$ cat src/rtl/adder_cla_4bit_pkg.sv
// Shared width, operand type and result bundle for the 4-bit carry-lookahead adder.
// The result struct lets the output register stage be handled as one value.
package adder_cla_4bit_pkg;

  localparam int unsigned WIDTH = 4;

  typedef logic [WIDTH-1:0] nibble_t;

  typedef struct packed {
    nibble_t s;
    logic    cout;
    logic    ovfl;
  } result_t;

endpackage

$ cat src/rtl/adder_cla_4bit_if.sv
// Operand/result bundle of the 4-bit CLA adder: combinational results plus their registered copies.
// The master drives the operands; the slave (the adder) drives every result.
interface adder_cla_4bit_if;
  import adder_cla_4bit_pkg::*;

  nibble_t a;
  nibble_t b;
  logic    cin;
  nibble_t s;
  logic    cout;
  logic    ovfl;
  nibble_t s_q;
  logic    cout_q;
  logic    ovfl_q;

  modport master (
    output a, b, cin,
    input  s, cout, ovfl, s_q, cout_q, ovfl_q
  );

  modport slave (
    input  a, b, cin,
    output s, cout, ovfl, s_q, cout_q, ovfl_q
  );

endinterface

$ cat src/rtl/adder_cla_4bit_full_adder_bit.sv
// One bit slice of the CLA adder: two half-adder stages producing generate, propagate and sum.
// The slice never forms its own carry out; carries come only from the lookahead unit.
module full_adder_bit (
  input  logic a_i,
  input  logic b_i,
  input  logic c_i,
  output logic s_o,
  output logic g_o,
  output logic p_o
);

  // First half adder: operand bits give generate (carry) and propagate (sum).
  assign g_o = a_i & b_i;
  assign p_o = a_i ^ b_i;

  // Second half adder: its sum is the bit result.
  assign s_o = p_o ^ c_i;

endmodule

$ cat src/rtl/adder_cla_4bit_lookahead.sv
// Two-level carry-lookahead unit for a 4-bit group: every carry is a flat sum of products.
// Group generate/propagate let a higher-level lookahead treat this block as a single digit.
module cla_lookahead_4 (
  input  logic [3:0] g_i,
  input  logic [3:0] p_i,
  input  logic       cin_i,
  output logic [4:1] c_o,
  output logic       g_grp_o,
  output logic       p_grp_o
);

  assign c_o[1] = g_i[0]
                | (p_i[0] & cin_i);

  assign c_o[2] = g_i[1]
                | (p_i[1] & g_i[0])
                | (p_i[1] & p_i[0] & cin_i);

  assign c_o[3] = g_i[2]
                | (p_i[2] & g_i[1])
                | (p_i[2] & p_i[1] & g_i[0])
                | (p_i[2] & p_i[1] & p_i[0] & cin_i);

  // Group generate is c4 with the carry-in term dropped.
  assign g_grp_o = g_i[3]
                 | (p_i[3] & g_i[2])
                 | (p_i[3] & p_i[2] & g_i[1])
                 | (p_i[3] & p_i[2] & p_i[1] & g_i[0]);

  assign p_grp_o = &p_i;

  assign c_o[4] = g_grp_o | (p_grp_o & cin_i);

endmodule

$ cat src/rtl/adder_cla_4bit.sv
// 4-bit carry-lookahead adder with zero-latency results and a one-cycle registered copy.
// Cascade wider adders by chaining cout into the next block's cin.
module adder_cla_4bit
  import adder_cla_4bit_pkg::*;
(
  input  logic               clk,
  input  logic               rst,
  adder_cla_4bit_if.slave    bus
);

  logic [WIDTH-1:0] g;
  logic [WIDTH-1:0] p;
  logic [WIDTH-1:0] sum;
  logic [WIDTH:0]   c;
  logic             g_grp;
  logic             p_grp;
  result_t          res_d;
  result_t          res_q;

  assign c[0] = bus.cin;

  for (genvar i = 0; i < WIDTH; i++) begin : g_bit
    full_adder_bit u_fa (
      .a_i (bus.a[i]),
      .b_i (bus.b[i]),
      .c_i (c[i]),
      .s_o (sum[i]),
      .g_o (g[i]),
      .p_o (p[i])
    );
  end

  cla_lookahead_4 u_cla (
    .g_i     (g),
    .p_i     (p),
    .cin_i   (bus.cin),
    .c_o     (c[WIDTH:1]),
    .g_grp_o (g_grp),
    .p_grp_o (p_grp)
  );

  // Signed overflow: carry into the sign bit differs from the carry out of it.
  assign res_d.s    = sum;
  assign res_d.cout = c[WIDTH];
  assign res_d.ovfl = c[WIDTH-1] ^ c[WIDTH];

  assign bus.s    = res_d.s;
  assign bus.cout = res_d.cout;
  assign bus.ovfl = res_d.ovfl;

  // NOTE: sequential state uses non-blocking assignments so every flop samples pre-edge values.
  always_ff @(posedge clk) begin
    if (rst) begin
      res_q <= '0;
    end else begin
      res_q <= res_d;
    end
  end

  assign bus.s_q    = res_q.s;
  assign bus.cout_q = res_q.cout;
  assign bus.ovfl_q = res_q.ovfl;

  // The group terms must reproduce the lookahead carry out for any carry in.
  a_group_terms : assert property (@(posedge clk) res_d.cout == (g_grp | (p_grp & bus.cin)));

endmodule

$ cat src/flat_wrapper.sv
// flat-port wrapper written by rule: the top's interface ports become plain ports
module adder_cla_4bit_flat import adder_cla_4bit_pkg::*;
  (clk, rst, bus_a, bus_b, bus_cin, bus_s, bus_cout, bus_ovfl, bus_s_q, bus_cout_q, bus_ovfl_q);
  adder_cla_4bit_if bus_i ();
  input  logic clk;
  input  logic rst;
  input wire logic [$bits(bus_i.a)-1:0] bus_a;
  input wire logic [$bits(bus_i.b)-1:0] bus_b;
  input wire logic [$bits(bus_i.cin)-1:0] bus_cin;
  output wire logic [$bits(bus_i.s)-1:0] bus_s;
  output wire logic [$bits(bus_i.cout)-1:0] bus_cout;
  output wire logic [$bits(bus_i.ovfl)-1:0] bus_ovfl;
  output wire logic [$bits(bus_i.s_q)-1:0] bus_s_q;
  output wire logic [$bits(bus_i.cout_q)-1:0] bus_cout_q;
  output wire logic [$bits(bus_i.ovfl_q)-1:0] bus_ovfl_q;
  assign bus_i.a = bus_a;
  assign bus_i.b = bus_b;
  assign bus_i.cin = bus_cin;
  assign bus_s = bus_i.s;
  assign bus_cout = bus_i.cout;
  assign bus_ovfl = bus_i.ovfl;
  assign bus_s_q = bus_i.s_q;
  assign bus_cout_q = bus_i.cout_q;
  assign bus_ovfl_q = bus_i.ovfl_q;
  adder_cla_4bit u_core (.clk(clk), .rst(rst), .bus(bus_i));
endmodule
$ cat config.mk
export PLATFORM = sky130hd
export DESIGN_NAME = adder_cla_4bit_flat
export DESIGN_NICKNAME = d
export VERILOG_FILES = /design/src/rtl/adder_cla_4bit_pkg.sv /design/src/rtl/adder_cla_4bit_if.sv /design/src/rtl/adder_cla_4bit_full_adder_bit.sv /design/src/rtl/adder_cla_4bit_lookahead.sv /design/src/rtl/adder_cla_4bit.sv /design/src/flat_wrapper.sv
export SDC_FILE = /design/constraint.sdc
export NUM_CORES = 1
export LEC_CHECK = 0
export BUFFER_PORTS_ARGS = -buffer_cell sky130_fd_sc_hd__buf_2
export CAP_MARGIN = 25
export CORE_AREA = 3 3 40 42
export CTS_CLUSTER_SIZE = 25
export DETAILED_ROUTE_END_ITERATION = 7
export DIE_AREA = 0 0 43 45
export GPL_ROUTABILITY_DRIVEN = 0
export HOLD_SLACK_MARGIN = 0.05
export PLACE_DENSITY_LB_ADDON = 0.12
export RECOVER_POWER = 50
export SETUP_SLACK_MARGIN = 0.4
export SKIP_CTS_REPAIR_TIMING = 1
export SLEW_MARGIN = 10
export SYNTH_ARGS = -nofsm -noshare
export SYNTH_HDL_FRONTEND = slang
export SYNTH_HIERARCHICAL = 1
export SYNTH_SLANG_ARGS = --single-unit
$ cat constraint.sdc
create_clock -name clk -period 1.55 [get_ports clk]
set_input_delay 0.0775 -clock clk [delete_from_list [all_inputs] [get_ports clk]]
set_output_delay 0.0775 -clock clk [all_outputs]
set_load 0.01 [all_outputs]
==> results of run 1 <==
## registers in the layout, summed over array words and instances (netlist names)
| signal | count |
|---|---|
| u_core/bus.cout_q | 1 |
| u_core/bus.ovfl_q | 1 |
| u_core/bus.s_q | 4 |
## cells in the final DEF, fill, tap and decap left out, drive strengths merged
cell type,instances
a21o,2
buf,17
nor2b,5
clkbuf,11
nand2,1
inv,1
and2b,1
xor2,5
dfxtp,6
a21oi,2
ha,4
o21ai,1
## worst min path at each step
| stage | start | end | slack (ps) | cells after the start |
|---|---|---|---|---|
| final | rst | u_core/bus.s_q[3] | 70 | 2 |
| after CTS | rst | u_core/bus.s_q[3] | 60 | 2 |
| after global placement | rst | u_core/bus.s_q[3] | 310 | 2 |
| after detailed placement | rst | u_core/bus.s_q[2] | 320 | 2 |
| after floorplan | rst | u_core/bus.cout_q | 150 | 1 |
| after global routing | rst | u_core/bus.s_q[2] | 60 | 2 |
## where the power goes
part | leakage, nW | switching (W) | internal [W]
Sequential | 0.0500 | 0.00000471 | 0.000174
Combinational | 0.183 | 0.0000972 | 0.0000916
Clock | 0.0138 | 0.0000508 | 0.0000872
## final cells by class
type	count	area share, %
multi-input cells	21	41.9
repair buffers	25	25.6
flip-flops and latches	6	23.6
clock buffers	3	4.43
well taps	15	3.69
inverters	1	0.739
## stage by stage
step	instance area [um2]	cells	worst slack (ps)	utilization, %
floorplan	322	28	218	-
global placement	450	65	83.7	35.1
detailed placement	450	65	40.9	35.1
CTS	473	68	92.1	36.8
global route	508	71	53.8	39.5
finish	508	71	125	39.5
## layer usage
layer | vias to the layer above | GRT usage, %
li1 | 147 | -
met1 | 124 | 6.76
met2 | 14 | 14.4
met3 | 2 | 5.18
met4 | 0 | 9.04
met5 | - | 0
==> flow_summary.yaml, run 1 <==
status:
  status: "complete, no violations"
pwr:
  vdd_drop_max_mv: 0.214
  pwr_density_cell_nw_per_um2: 996
  power_w: 0.000506
  leakagePower_nw: 0.247
grt:
  grt_max_degree: 7
  overflow: 0
  grt_pass1_vias: 285
  grt_pass1_wl_um: 1140
  antenna_found_initial: 0
  gr-usage-all-layers_pct: 8.67
drt:
  wl_met3_um: 97
  post_drt_wl_per_cell_um: 10.5
  vias: 287
  first_iter_violations: 0
  wl_met2_um: 401
  first_pass_iters: 1
  highest_layer: "met4"
  ant_nets: 0
  drc: 0
  totalWireLength_um: 746
  via_per_inst: 4.04
  wl_met1_um: 236
synthesis:
  synthesis.area_um2: 294
  netlist_instances: 28
  synth_fp_nets: 43
  avgSynthCellArea_um2: 10.5
  yosysWarnings: 6
finish:
  num-nets-final: 73
  multi_input_area_um2: 213
  regArea_um2: 120
  drive_above_1_share_pct: 50.0
  num-fill-cells: 134
  antenna_cells: 0
  syn2layout_area_growth_pct: 72.8
cts:
  cts_tree: "done"
  tritoncts_num_sinks: 6
  h-tree-depth: 1
  clk_transition_reported_paths_ps: 40
  numCtsBuffers: 3
  cts-root-buf: "clkbuf_4"
  cts_buffer_depth: 2
critical_path:
  worst_path_largest_cell_delay_ps: 230
  cp.required_ps: 1470
  cp_slowest_cell: "a21o_4"
  path_class: "primary input to primary output"
  crit_fanout: 2
  startpoint: "bus_b[0]"
  cp.arrival_ps: 1350
  cpLargestDelayFamily: "compound AO/OA/AOI/OAI gates"
  cp.depth: 8
  setup.worst_path.end_class: "primary output"
  cp_cell_sequence: "buf_6 > ha_4 > a21o_1 > a21oi_2 > inv_2 > a21o_4 > xor2_2 > buf_2"
  cp-start-kind: "primary input"
  path_buf_inv: 3
  worstSetupEndpoint: "bus_ovfl"
timing:
  rsz0062_at_grt: "true"
  fmax_ghz: 0.702
  max_slew_margin_pct: 79.1
  fin_hold_ws_ps: 66.0
  hold_viol: 0
  worst_pin_slew_ps: 311
  fin_tns_setup_ps: 0
  min_period_ps: 1420
  slew_violations: 0
  setup_violations: 0
  timing.final.crit_share_pct: 91.9
hold_path:
  min_path_type: "primary input to register"
die:
  die_w_um: 43
  io-pin-count: 23
  die-area_um2: 1940
  num_rows: 13
  die_height_um: 45
  initial_core_util_pct: 22.9
  coreArea_um2: 1280
placed_design:
  portBuffers: 22
run:
  drv_cap: 0
Note: power is estimated with default switching activity, not from simulation.
==> run 2: changes to the inputs <==
- ABC_AREA: unset -> 1
- ABC_CLOCK_PERIOD_IN_PS: unset -> 1550
==> run 2 against run 1 <==
Effect of this change:
- area after synthesis grew 39%
- sequential share of layout area shrank 5.8 points
- synthesized cell count grew 130%
- cell count grew 52%
- highest routed layer unchanged
- critical path type unchanged
- largest cell class unchanged
- worst setup slack gained 160 ps
- maximum frequency grew 12%
- design area grew 33%
==> flow_summary.yaml, run 2 <==
timing:
  fmax_ghz: 0.789
  max_slew_margin_pct: 87.7
  timing.final.crit_share_pct: 81.8
  hold_viol: 0
  fin_tns_setup_ps: 0
  setup_violations: 0
  worst_pin_slew_ps: 184
  slew_violations: 0
  min_period_ps: 1270
  rsz0062_at_grt: "true"
pwr:
  power_w: 0.000557
  vdd_drop_max_mv: 0.238
  p_int_w: 0.000371
  pwr_density_cell_nw_per_um2: 828
  sw_frac_of_total_pct: 33.4
  clkPwrFrac_pct: 24.9
  seq_power_share_pct: 31.2
  leakagePower_nw: 0.382
  pwr-share-comb_pct: 43.9
  netSwitchingPower_w: 0.000186
drt:
  vias: 446
  first_pass_iters: 4
  via_per_inst: 4.13
  first_iter_violations: 5
  drc: 0
  totalWireLength_um: 933
  ant_nets: 0
  post_drt_wl_per_cell_um: 8.64
hold_path:
  min_path_type: "primary input to register"
  worstHoldPathCells: 2
  hp-start: "rst"
  min_to: "u_core/bus.s_q[3]"
grt:
  grt_use_met3_pct: 1.20
  busiest_layer: "met2"
  grt_use_met2_pct: 15.3
  overflow: 0
  antenna_found_initial: 0
  use_met1_pct: 11.1
  grt_pass1_vias: 351
  grt_pass1_wl_um: 1360
  gr-usage-all-layers_pct: 9.32
  grt_max_degree: 7
critical_path:
  setup.worst_path.end_class: "primary output"
  crit_fanout: 4
  cp_cell_sequence: "buf_6 > ha_1 > nand2_1 > nor2_4 > nand2_2 > nand3_4 > inv_2 > nand2_2 > nand2_2 > inv_2 > buf_6"
  cp_common_cell: "nand2_2"
  cp-start-kind: "primary input"
  cp.arrival_ps: 1190
  cp_slowest_cell: "ha_1"
  worst_path_largest_cell_delay_ps: 370
  cp.required_ps: 1470
  path_class: "primary input to primary output"
finish:
  multi_input_area_um2: 293
  final_cell_mix: "16 x inv_1, 16 x nand2_1, 13 x buf_2"
  antenna_cells: 0
  num-fill-cells: 127
  num-nets-final: 110
  largest_reg_flops: 4
  syn2layout_area_growth_pct: 64.5
  drive_above_1_share_pct: 43.0
  regArea_um2: 120
placed_design:
  portBuffers: 22
  place_hpwl_um: 685
synthesis:
  synth_fp_nets: 79
  synthesis.area_um2: 409
  yosysWarnings: 6
  netlist_instances: 64
  avgSynthCellArea_um2: 6.39
die:
  die_height_um: 45
  io-pin-count: 23
  num_rows: 13
  die-area_um2: 1940
  coreArea_um2: 1280
  initial_core_util_pct: 31.8
  die_w_um: 43
run:
  drv_cap: 0
status:
  status: "complete, no violations"
cts:
  cts_tree: "done"
  cts-root-buf: "clkbuf_4"
  tritoncts_num_sinks: 6
  numCtsBuffers: 3
  cts_buffer_depth: 2
  h-tree-depth: 1
  clk_transition_reported_paths_ps: 40
[run 2: metal layers]
metal  routed length (um)  share of wire, %
met1                  401                43
met2                  451                48
met3                   70               7.5
met4                    9              0.96
met5                    0                 0
[run 2: power by group through the flow]
stage / Clock [W] / Combinational, W / Sequential, W
floorplan: 0 / 0.000113 / 0.000186
global placement: 0 / 0.000188 / 0.000176
detailed placement: 0 / 0.000190 / 0.000176
CTS: 0.000143 / 0.000190 / 0.000174
global route: 0.000150 / 0.000275 / 0.000175
finish: 0.000139 / 0.000245 / 0.000174
[run 2: how the worst max path moves through the flow]
stage,start,cells past startpoint,endpoint
floorplan,bus_a[0],8,u_core/bus.s_q[3]
global placement,bus_a[0],9,bus_ovfl
detailed placement,bus_a[0],9,bus_ovfl
CTS,bus_a[0],9,bus_ovfl
global route,bus_b[0],11,bus_ovfl
finish,bus_b[0],11,bus_ovfl
[run 2: layout make-up]
class	count	area share, %
inverters	18	10.0
flip-flops and latches	6	17.8
well taps	15	2.79
multi-input cells	40	43.5
clock buffers	3	3.35
repair buffers	26	22.5
[run 2: per-stage QoR]
stage          utilization, %  setup WS, ps  instances  cell area [um2]  hold WS (ps)
4_1_cts                  43.6           201        104              561          82.9
3_5_place_dp             41.9           204        101              538           332
5_1_grt                  52.4           191        108              673           101
6_report                 52.4           282        108              673          81.9
3_3_place_gp             41.9           212        101              538           327
2_1_floorplan               -           435         64              409           144
[run 2: critical path: cells and delay by family]
family,cells,cell delay (ps)
simple gates,6,470
buf+inv,4,270
fa+ha+maj,1,370
==> run 3: changes to the inputs <==
- ABC_AREA: 1 -> 0
- ABC_CLOCK_PERIOD_IN_PS: 1550 -> 1300
- clock period: 1.55 -> 1.3 ns (I/O delays scaled with it)
==> run 3 against run 2 <==
Effect of this change:
- the run now ends with setup timing left
- sequential power up 22%
- die area unchanged
- global-route usage down 1.8 points
- sequential share of layout area up 3.8 points
- cell count down 31%
- design area down 17%
- clock power up 16%
- combinational power up 2%
- critical path depth down 3
- worst setup slack worse by 350 ps
- non-clock buffer count up 2
- hold slack worse by 25 ps
- critical endpoint is now bus_s[3]
- largest cell class unchanged
- highest routed layer unchanged
==> flow_summary.yaml, run 3 (synthesis gave the netlist of run 1 again) <==
finish:
  antenna_cells: 0
  final_cell_mix: "13 x buf_2, 6 x clkbuf_1, 6 x dfxtp_1, 6 x buf_4, 5 x nor2b_1"
  largest_reg_flops: 4
  layout_commonest_cell: "buf_2"
  finish.utilization_pct: 43.2
  fin_cells: 74
  num-nets-final: 76
  design_area_um2: 556
  syn2layout_area_growth_pct: 88.9
  drive_above_1_share_pct: 55.9
grt:
  overflow: 0
  antenna_found_initial: 0
  grt_max_degree: 7
  grt_pass1_vias: 277
  grt_pass1_wl_um: 1020
  gr-usage-all-layers_pct: 7.52
hold_path:
  worstHoldPathCells: 2
  min_path_type: "primary input to register"
critical_path:
  cp_cell_sequence: "buf_6 > ha_4 > a21o_1 > a21oi_2 > inv_2 > a21o_1 > xor2_2 > buf_2"
  crit_fanout: 2
  cp_common_cell: "a21o_1"
  cp_slowest_cell: "ha_4"
  cp-start-kind: "primary input"
  cp.arrival_ps: 1300
  path_buf_inv: 3
  setup.worst_path.end_class: "primary output"
  cpLargestDelayFamily: "compound AO/OA/AOI/OAI gates"
  worst_path_largest_cell_delay_ps: 230
  cp.depth: 8
  cp.required_ps: 1240
  path_class: "primary input to primary output"
timing:
  slew_violations: 0
  timing.final.crit_share_pct: 105
  rsz0062_at_grt: "true"
  min_period_ps: 1370
  setup_violations: 2
  fmax_ghz: 0.733
  worst_pin_slew_ps: 249
  hold_viol: 0
  max_slew_margin_pct: 83.4
  layout_setup_ws_ps: -65.0
drt:
  first_pass_iters: 2
  ant_nets: 0
  vias: 287
  first_iter_violations: 2
  post_drt_wl_per_cell_um: 9.81
  totalWireLength_um: 726
  via_per_inst: 3.88
  drc: 0
cts:
  clk_transition_reported_paths_ps: 40
  cts-root-buf: "clkbuf_4"
  h-tree-depth: 1
  cts_tree: "done"
  cts_buffer_depth: 2
  numCtsBuffers: 3
  tritoncts_num_sinks: 6
pwr:
  power_w: 0.000624
  vdd_drop_max_mv: 0.333
  seq_power_share_pct: 34.1
  netSwitchingPower_w: 0.000185
  leakagePower_nw: 0.273
  sw_frac_of_total_pct: 29.6
  pwr-share-comb_pct: 40.2
  clkPwrFrac_pct: 25.7
  p_int_w: 0.000440
  pwr_density_cell_nw_per_um2: 1120
die:
  die_w_um: 43
  initial_core_util_pct: 22.9
  num_rows: 13
  coreArea_um2: 1280
  die-area_um2: 1940
  io-pin-count: 23
  die_height_um: 45
status:
  violations: "setup timing"
  status: "finished with violations"
placed_design:
  place_area_um2: 488
  portBuffers: 22
  place_inst: 70
run:
  drv_cap: 0
[run 3: changes by cell type in the layout (fill, tap and decap cells not counted), moves of 4 or more]
cell     before  now
inv_1        16    0
nand2_1      16    1
nand2_2       5    0
nor2_1        5    0
nor2b_1       0    5
xor2_2        0    4
[run 3: power by group through the flow]
stage	Sequential [W]	Clock, W	Combinational, W
after detailed placement	0.000215	0	0.000231
after CTS	0.000212	0.000172	0.000232
after floorplan	0.000229	0	0.000110
after global routing	0.000215	0.000186	0.000274
after global placement	0.000215	0	0.000229
final	0.000213	0.000161	0.000251
[run 3: per-layer routing]
layer	up-vias	GRT usage (%)	part of all wire, %
li1	150	-	-
met1	119	7.06	32
met2	16	11.4	53
met3	2	4.38	13
met4	0	7.23	2.3
met5	-	0	0
[run 3: worst paths after layout]
path	startpoint	end	slack, ps
min	rst	u_core/bus.s_q[0]	60
max	bus_a[0]	bus_s[3]	-70
[run 3: stage by stage]
step	setup slack, ps	TNS [ps]	hold slack [ps]
2_1_floorplan	-19.9	-26.4	137
3_3_place_gp	-115	-374	299
3_5_place_dp	-153	-490	308
4_1_cts	-98.1	-188	52.3
5_1_grt	-129	-324	55.7
6_report	-65.0	-110	56.5
[run 3: final cells by class]
class                   instances  area (um2)
inverters                       1        3.75
fillers                       143         729
clock buffers                   3        22.5
repair buffers                 28         166
well taps                      15        18.8
flip-flops and latches          6         120
multi-input cells              21         224
